[src/rtl/branch_redirect_ctrl.sv]
// ---------------------------------------------------------------------------
// branch_redirect_ctrl
//
// Purpose:
//   Sequences control-flow changes for the 16-bit pipeline. BEQ/JAL/JLR/JRI
//   are resolved while the instruction sits in ID. A taken branch or jump
//   produces a one-cycle redirect pulse to the PC unit together with the
//   target address. JAL/JLR also produce a one-cycle link-register write.
//   The IF/ID register is squashed for the redirect cycle plus FLUSH_CYCLES
//   further unstalled cycles. Saturating counters track resolved and taken
//   control-flow instructions.
//
// Parameters:
//   DATA_W        datapath / PC width
//   FLUSH_CYCLES  extra squash cycles after the redirect cycle (0..7)
//
// Ports:
//   clk            in   rising-edge clock
//   rst_n          in   synchronous reset, active-low
//   stall          in   hazard stall; ID contents held while high
//   valid_id       in   ID-stage instruction valid
//   opcode         in   ID opcode (1000 BEQ, 1001 JAL, 1010 JLR, 1011 JRI)
//   read_data0     in   regA value
//   read_data1     in   regB value
//   pc_id          in   PC of the ID instruction
//   imm_id         in   sign-extended immediate
//   redirect       out  one-cycle pulse: PC unit loads redirect_pc
//   redirect_pc    out  branch/jump target, valid while redirect=1
//   link_wr        out  one-cycle link write pulse for JAL/JLR
//   link_data      out  pc_id+1 of the jump, valid while link_wr=1
//   ifid_valid_in  out  0 squashes IF/ID, 1 is normal flow
//   busy           out  controller is not idle
//   br_cnt         out  control-flow instructions resolved (saturating)
//   taken_cnt      out  resolved instructions that redirected (saturating)
// ---------------------------------------------------------------------------
module branch_redirect_ctrl #(
  parameter int DATA_W       = 16,
  parameter int FLUSH_CYCLES = 1
) (
  input  logic              clk,
  input  logic              rst_n,
  input  logic              stall,
  input  logic              valid_id,
  input  logic [3:0]        opcode,
  input  logic [DATA_W-1:0] read_data0,
  input  logic [DATA_W-1:0] read_data1,
  input  logic [DATA_W-1:0] pc_id,
  input  logic [DATA_W-1:0] imm_id,
  output logic              redirect,
  output logic [DATA_W-1:0] redirect_pc,
  output logic              link_wr,
  output logic [DATA_W-1:0] link_data,
  output logic              ifid_valid_in,
  output logic              busy,
  output logic [15:0]       br_cnt,
  output logic [15:0]       taken_cnt
);

  localparam logic [3:0] OP_BEQ = 4'b1000;
  localparam logic [3:0] OP_JAL = 4'b1001;
  localparam logic [3:0] OP_JLR = 4'b1010;
  localparam logic [3:0] OP_JRI = 4'b1011;

  localparam logic [DATA_W-1:0] ONE      = DATA_W'(1);
  localparam logic [2:0]        FLUSH_LD = 3'(FLUSH_CYCLES);

  typedef enum logic [1:0] {
    S_IDLE  = 2'd0,
    S_REDIR = 2'd1,
    S_FLUSH = 2'd2
  } state_t;

  // Saturating 16-bit increment: counters stick at all-ones.
  function automatic logic [15:0] sat_inc(input logic [15:0] v);
    return (v == 16'hFFFF) ? v : v + 16'd1;
  endfunction

  state_t            r_state;
  logic [2:0]        r_flush_cnt;
  logic              r_redirect;
  logic [DATA_W-1:0] r_redirect_pc;
  logic              r_link_wr;
  logic [DATA_W-1:0] r_link_data;
  logic              r_ifid_valid;
  logic              r_busy;
  logic [15:0]       r_br_cnt;
  logic [15:0]       r_taken_cnt;

  logic              w_is_br;
  logic              w_taken;
  logic              w_is_link;
  logic [DATA_W-1:0] w_target;
  logic [DATA_W-1:0] w_link;
  logic              w_resolve;

  // ---- ID decode: classify the instruction and form its target ----
  // All adds wrap modulo 2^DATA_W; there is intentionally no overflow flag.
  always_comb begin
    w_is_br   = 1'b0;
    w_taken   = 1'b0;
    w_is_link = 1'b0;
    w_target  = '0;
    w_link    = pc_id + ONE;
    unique case (opcode)
      OP_BEQ: begin
        w_is_br  = 1'b1;
        w_taken  = (read_data0 == read_data1);
        w_target = pc_id + imm_id;
      end
      OP_JAL: begin
        w_is_br   = 1'b1;
        w_taken   = 1'b1;
        w_is_link = 1'b1;
        w_target  = pc_id + imm_id;
      end
      OP_JLR: begin
        w_is_br   = 1'b1;
        w_taken   = 1'b1;
        w_is_link = 1'b1;
        w_target  = read_data1;
      end
      OP_JRI: begin
        w_is_br  = 1'b1;
        w_taken  = 1'b1;
        w_target = read_data0 + imm_id;
      end
      default: ;
    endcase
  end

  // A stalled branch waits in ID and is resolved on the first unstalled
  // edge; anything seen outside IDLE is wrong-path and never resolved.
  assign w_resolve = (r_state == S_IDLE) && valid_id && !stall && w_is_br;

  // ---- Control FSM with registered outputs ----
  always_ff @(posedge clk) begin
    if (!rst_n) begin
      r_state       <= S_IDLE;
      r_flush_cnt   <= '0;
      r_redirect    <= 1'b0;
      r_redirect_pc <= '0;
      r_link_wr     <= 1'b0;
      r_link_data   <= '0;
      r_ifid_valid  <= 1'b1;
      r_busy        <= 1'b0;
      r_br_cnt      <= '0;
      r_taken_cnt   <= '0;
    end else begin
      // Pulses last exactly one cycle and are never held by stall.
      r_redirect <= 1'b0;
      r_link_wr  <= 1'b0;

      unique case (r_state)
        S_IDLE: begin
          r_ifid_valid <= 1'b1;
          r_busy       <= 1'b0;
          if (w_resolve) begin
            r_br_cnt <= sat_inc(r_br_cnt);
            if (w_taken) begin
              r_taken_cnt   <= sat_inc(r_taken_cnt);
              r_state       <= S_REDIR;
              r_busy        <= 1'b1;
              r_redirect    <= 1'b1;
              r_redirect_pc <= w_target;
              r_ifid_valid  <= 1'b0;
              if (w_is_link) begin
                r_link_wr   <= 1'b1;
                r_link_data <= w_link;
              end
            end
          end
        end

        S_REDIR: begin
          if (FLUSH_CYCLES > 0) begin
            r_state      <= S_FLUSH;
            r_flush_cnt  <= FLUSH_LD;
            r_ifid_valid <= 1'b0;
            r_busy       <= 1'b1;
          end else begin
            r_state      <= S_IDLE;
            r_ifid_valid <= 1'b1;
            r_busy       <= 1'b0;
          end
        end

        S_FLUSH: begin
          // Squash window only advances on unstalled cycles.
          if (!stall) begin
            if (r_flush_cnt <= 3'd1) begin
              r_flush_cnt  <= '0;
              r_state      <= S_IDLE;
              r_ifid_valid <= 1'b1;
              r_busy       <= 1'b0;
            end else begin
              r_flush_cnt <= r_flush_cnt - 3'd1;
            end
          end
        end

        default: begin
          r_state      <= S_IDLE;
          r_flush_cnt  <= '0;
          r_ifid_valid <= 1'b1;
          r_busy       <= 1'b0;
        end
      endcase
    end
  end

  assign redirect      = r_redirect;
  assign redirect_pc   = r_redirect_pc;
  assign link_wr       = r_link_wr;
  assign link_data     = r_link_data;
  assign ifid_valid_in = r_ifid_valid;
  assign busy          = r_busy;
  assign br_cnt        = r_br_cnt;
  assign taken_cnt     = r_taken_cnt;

endmodule

[config.mk]
export PLATFORM = sky130hd
export DESIGN_NAME = branch_redirect_ctrl
export DESIGN_NICKNAME = d
export VERILOG_FILES = /design/src/rtl/branch_redirect_ctrl.sv
export SDC_FILE = /design/constraint.sdc
export NUM_CORES = 1
export LEC_CHECK = 0
export ABC_AREA = 1
export CORE_MARGIN = 1.5
export CORE_UTILIZATION = 35
export CTS_BUF_LIST = sky130_fd_sc_hd__clkbuf_8
export CTS_CLUSTER_DIAMETER = 150
export DETAILED_ROUTE_END_ITERATION = 10
export GPL_ROUTABILITY_DRIVEN = 1
export PLACE_DENSITY = 0.58
export SYNTH_ARGS = -nofsm -noshare
export SYNTH_HDL_FRONTEND = slang
export SYNTH_SLANG_ARGS = --single-unit
[constraint.sdc]
create_clock -name clk -period 3.02 [get_ports clk]
set_clock_uncertainty 0.1 [all_clocks]
set_input_delay 0.302 -clock clk [delete_from_list [all_inputs] [get_ports clk]]
set_output_delay 0.302 -clock clk [all_outputs]
set_load 0.05 [all_outputs]
==> reports/qor.csv <==
metric;value;unit
top_layer;met4;
yosys.area.top_type;dfxtp_1;
drc;0;
cp-startpoint;opcode[3];
grt_pass1_vias;5273;
synth_edf_count;0;
ys_top_cells_by_area;dfxtp_1, nand2_1, nor2_1;
drtIter0Drc;276;
fp.dieW;124;µm
grt_pass1_wl;25.8;mm
wl;15.8;mm
cp-endpoint;redirect_pc[14]$_SDFFE_PN0P_;
pwr-share-clk;31.4;%
fin_nets;1079;
syn_nets;931;
cts_tree;yes;
cap_viol_max_count;0;
worst_pin_slew;0.586;ns
fin_crit_sh;87.2;%
crit_arrival;2.84;ns
synth_xor_area_share;5.46;%
synth-main-ff-cell;dfxtp_1;
timing.fmax;380;MHz
synthSimpleGateAreaFrac;36.2;%
ir_drop;0.000172;V
overflow;0;
core;14400;µm²
synth.distinct_cells;38;
reg2reg_to;redirect_pc[15]$_SDFFE_PN0P_;
vias_per_cell;4.75;
p_switching;909;µW
leakage;0.00302;µW
dpl_cell_area;6820;µm²
netlist_area;5140;µm²
yosysMostFrequentCell;nand2_1;
setup_violations;0;
ys_seq_elements;73;
post-dp-hpwl;12.5;mm
cts_max_level;3;
synth_top_area_share;28.4;%
fin_ws;0.386;ns
hold_path.class;flop to flop;
antenna_found_initial;0;
die_h;124;µm
avgSynthCellArea;6.16;µm²
async_reset_ff_share;0;%
synth_fa_ha_area_share;6.23;%
internal_power;1780;µW
path_clk_slew;0.08;ns
cp_max_fo;29;
combPwrFrac;30.1;%
place_ws;-0.0479;ns
antenna_cells;0;
wl_met2;7.22;mm
p_sw_share;33.8;%
final_cell_area;7040;µm²
drive_above_1_share;5.47;%
fin_crit;2.63;ns
cp-start-kind;input port;
syn_to_final_growth;37.1;%
sequentialPowerShare;38.5;%
crit_path_end_kind;flop;
start_util;35.6;%
whs;0.366;ns
dr_wl_met3;960;µm
status;completed;
cts_buffers;9;
grtUsageTotal;21.5;%
worstSkewPairLatency;0.37;ns
clkSinkCount;73;
seq_area_frac_synth;28.4;%
grt_max_degree;42;
rr_startpoint;r_state[0]$_SDFFE_PN0P_;
critPathRequiredTime;3.23;ns
finalHoldViolCount;0;
rsz0062_at_grt;false;
ctsLongestPathBuffers;2;
dr.pass1.iters;5;
io_pins;140;
setup_tns;0;ns
total_power;2690;µW
synthCells;834;
powerDensity;382;nW/µm²
vias;5561;
r2r_cells;12;
synth_mux_area_share;0;%
wl_met1;7.48;mm
ant_nets;0;
critical_path_class;input port to flop;
synth_top_family_by_area;simple AND/OR/NAND/NOR gates;
routedWlPerCell;13.5;µm
core.rowCount;44;
dieArea;15400;µm²
netlist_top_cells_count;nand2_1, nor2_1, inv_1, dfxtp_1, o21ai_0;
drv_slew;0;
r2r_slack;0.83;ns
postCtsSetupBuffers;0;
cts-root-buf;clkbuf_8;
portBuffers;139;
yosysWarnings;0;
maxSlewHeadroom;60.8;%
gp_congestion;0.930;
synth_compound_area_share;14.1;%
worst max-delay path, cell delays in order:
cell and delay, ns:
clkdlybuf4s50_1 0.45, inv_1 0.03, nor2_1 0.22, nand2_2 0.15, buf_12 0.19, nand2_1 0.07, o21ai_0 0.08, ha_1 0.33
a21oi_1 0.27, o21ai_0 0.18, a21oi_1 0.17, nand2_1 0.08, nand2_1 0.06, nand2_1 0.04, nor2_1 0.09, nor2_1 0.05
nor2_1 0.07
metal layers:
layer	track usage, %	vias up
met5	0	-
met4	5.40	0
met3	5.04	16
met2	34.9	122
met1	28.7	2459
li1	-	2964
flip-flops by register name, indices dropped and copies added (netlist names):
signal,cells
r_state,2
taken_cnt,16
redirect_pc,16
link_wr,1
br_cnt,16
ifid_valid_in,1
redirect,1
r_flush_cnt,3
link_data,16
busy,1
cell type report:
class	count	area, µm²
Fill cell	1531	7380
Multi-Input combinational cell	637	3190
Timing Repair Buffer	162	1580
Sequential cell	73	1460
Inverter	99	372
Tap cell	184	230
Clock buffer	12	165
Clock inverter	4	51.3
cell families after synthesis:
| group | count (synthesis) |
|---|---|
| AOI/OAI and AO/OA | 136 |
| xor gates and xnor gates | 32 |
| adders and majority gates | 25 |
| buffers and inverters | 124 |
| DFF | 73 |
| and+or+nand+nor | 444 |
timing repair:
action / in CTS / in global routing
hold buffers: 0 / 0
endpoints found under the setup margin: 0 / 1
hold endpoints to repair: 0 / 0
resized for setup: 0 / 1
worst min path at each step:
stage	from	slack, ns	depth (start not counted)	endpoint
CTS	redirect_pc[6]$_SDFFE_PN0P_	0.37	2	redirect_pc[6]$_SDFFE_PN0P_
floorplan	pc_id[0]	0.29	1	link_data[0]$_SDFFE_PN0P_
global route	redirect_pc[6]$_SDFFE_PN0P_	0.39	2	redirect_pc[6]$_SDFFE_PN0P_
finish	redirect_pc[6]$_SDFFE_PN0P_	0.37	2	redirect_pc[6]$_SDFFE_PN0P_
global placement	redirect_pc[6]$_SDFFE_PN0P_	0.35	2	redirect_pc[6]$_SDFFE_PN0P_
detailed placement	redirect_pc[6]$_SDFFE_PN0P_	0.36	2	redirect_pc[6]$_SDFFE_PN0P_
power groups by stage:
stage                     Clock, µW  Sequential [µW]  Combinational [µW]
after floorplan                   0             1180                 371
after global placement            0             1060                 807
after detailed placement          0             1060                 808
after CTS                       879             1040                 811
after global routing            911             1040                 905
final                           845             1040                 808
placed cells by master (no fill, tap or decap), drive strengths merged, types with 23 or more instances in the layout:
cell,netlist,layout
a21oi,60,60
buf,12,23
clkdlybuf4s50,0,139
dfxtp,73,73
ha,24,24
inv,99,100
nand2,236,236
nand3,49,49
nor2,121,121
o21ai,64,64
xor2,25,25
per-stage QoR:
step / util, % / cells
after floorplan: - / 834
after global placement: 47.3 / 1155
after detailed placement: 47.3 / 1155
after CTS: 48.8 / 1171
after global routing: 48.8 / 1171
final: 48.8 / 1171
(Power assumes the default switching activity.)
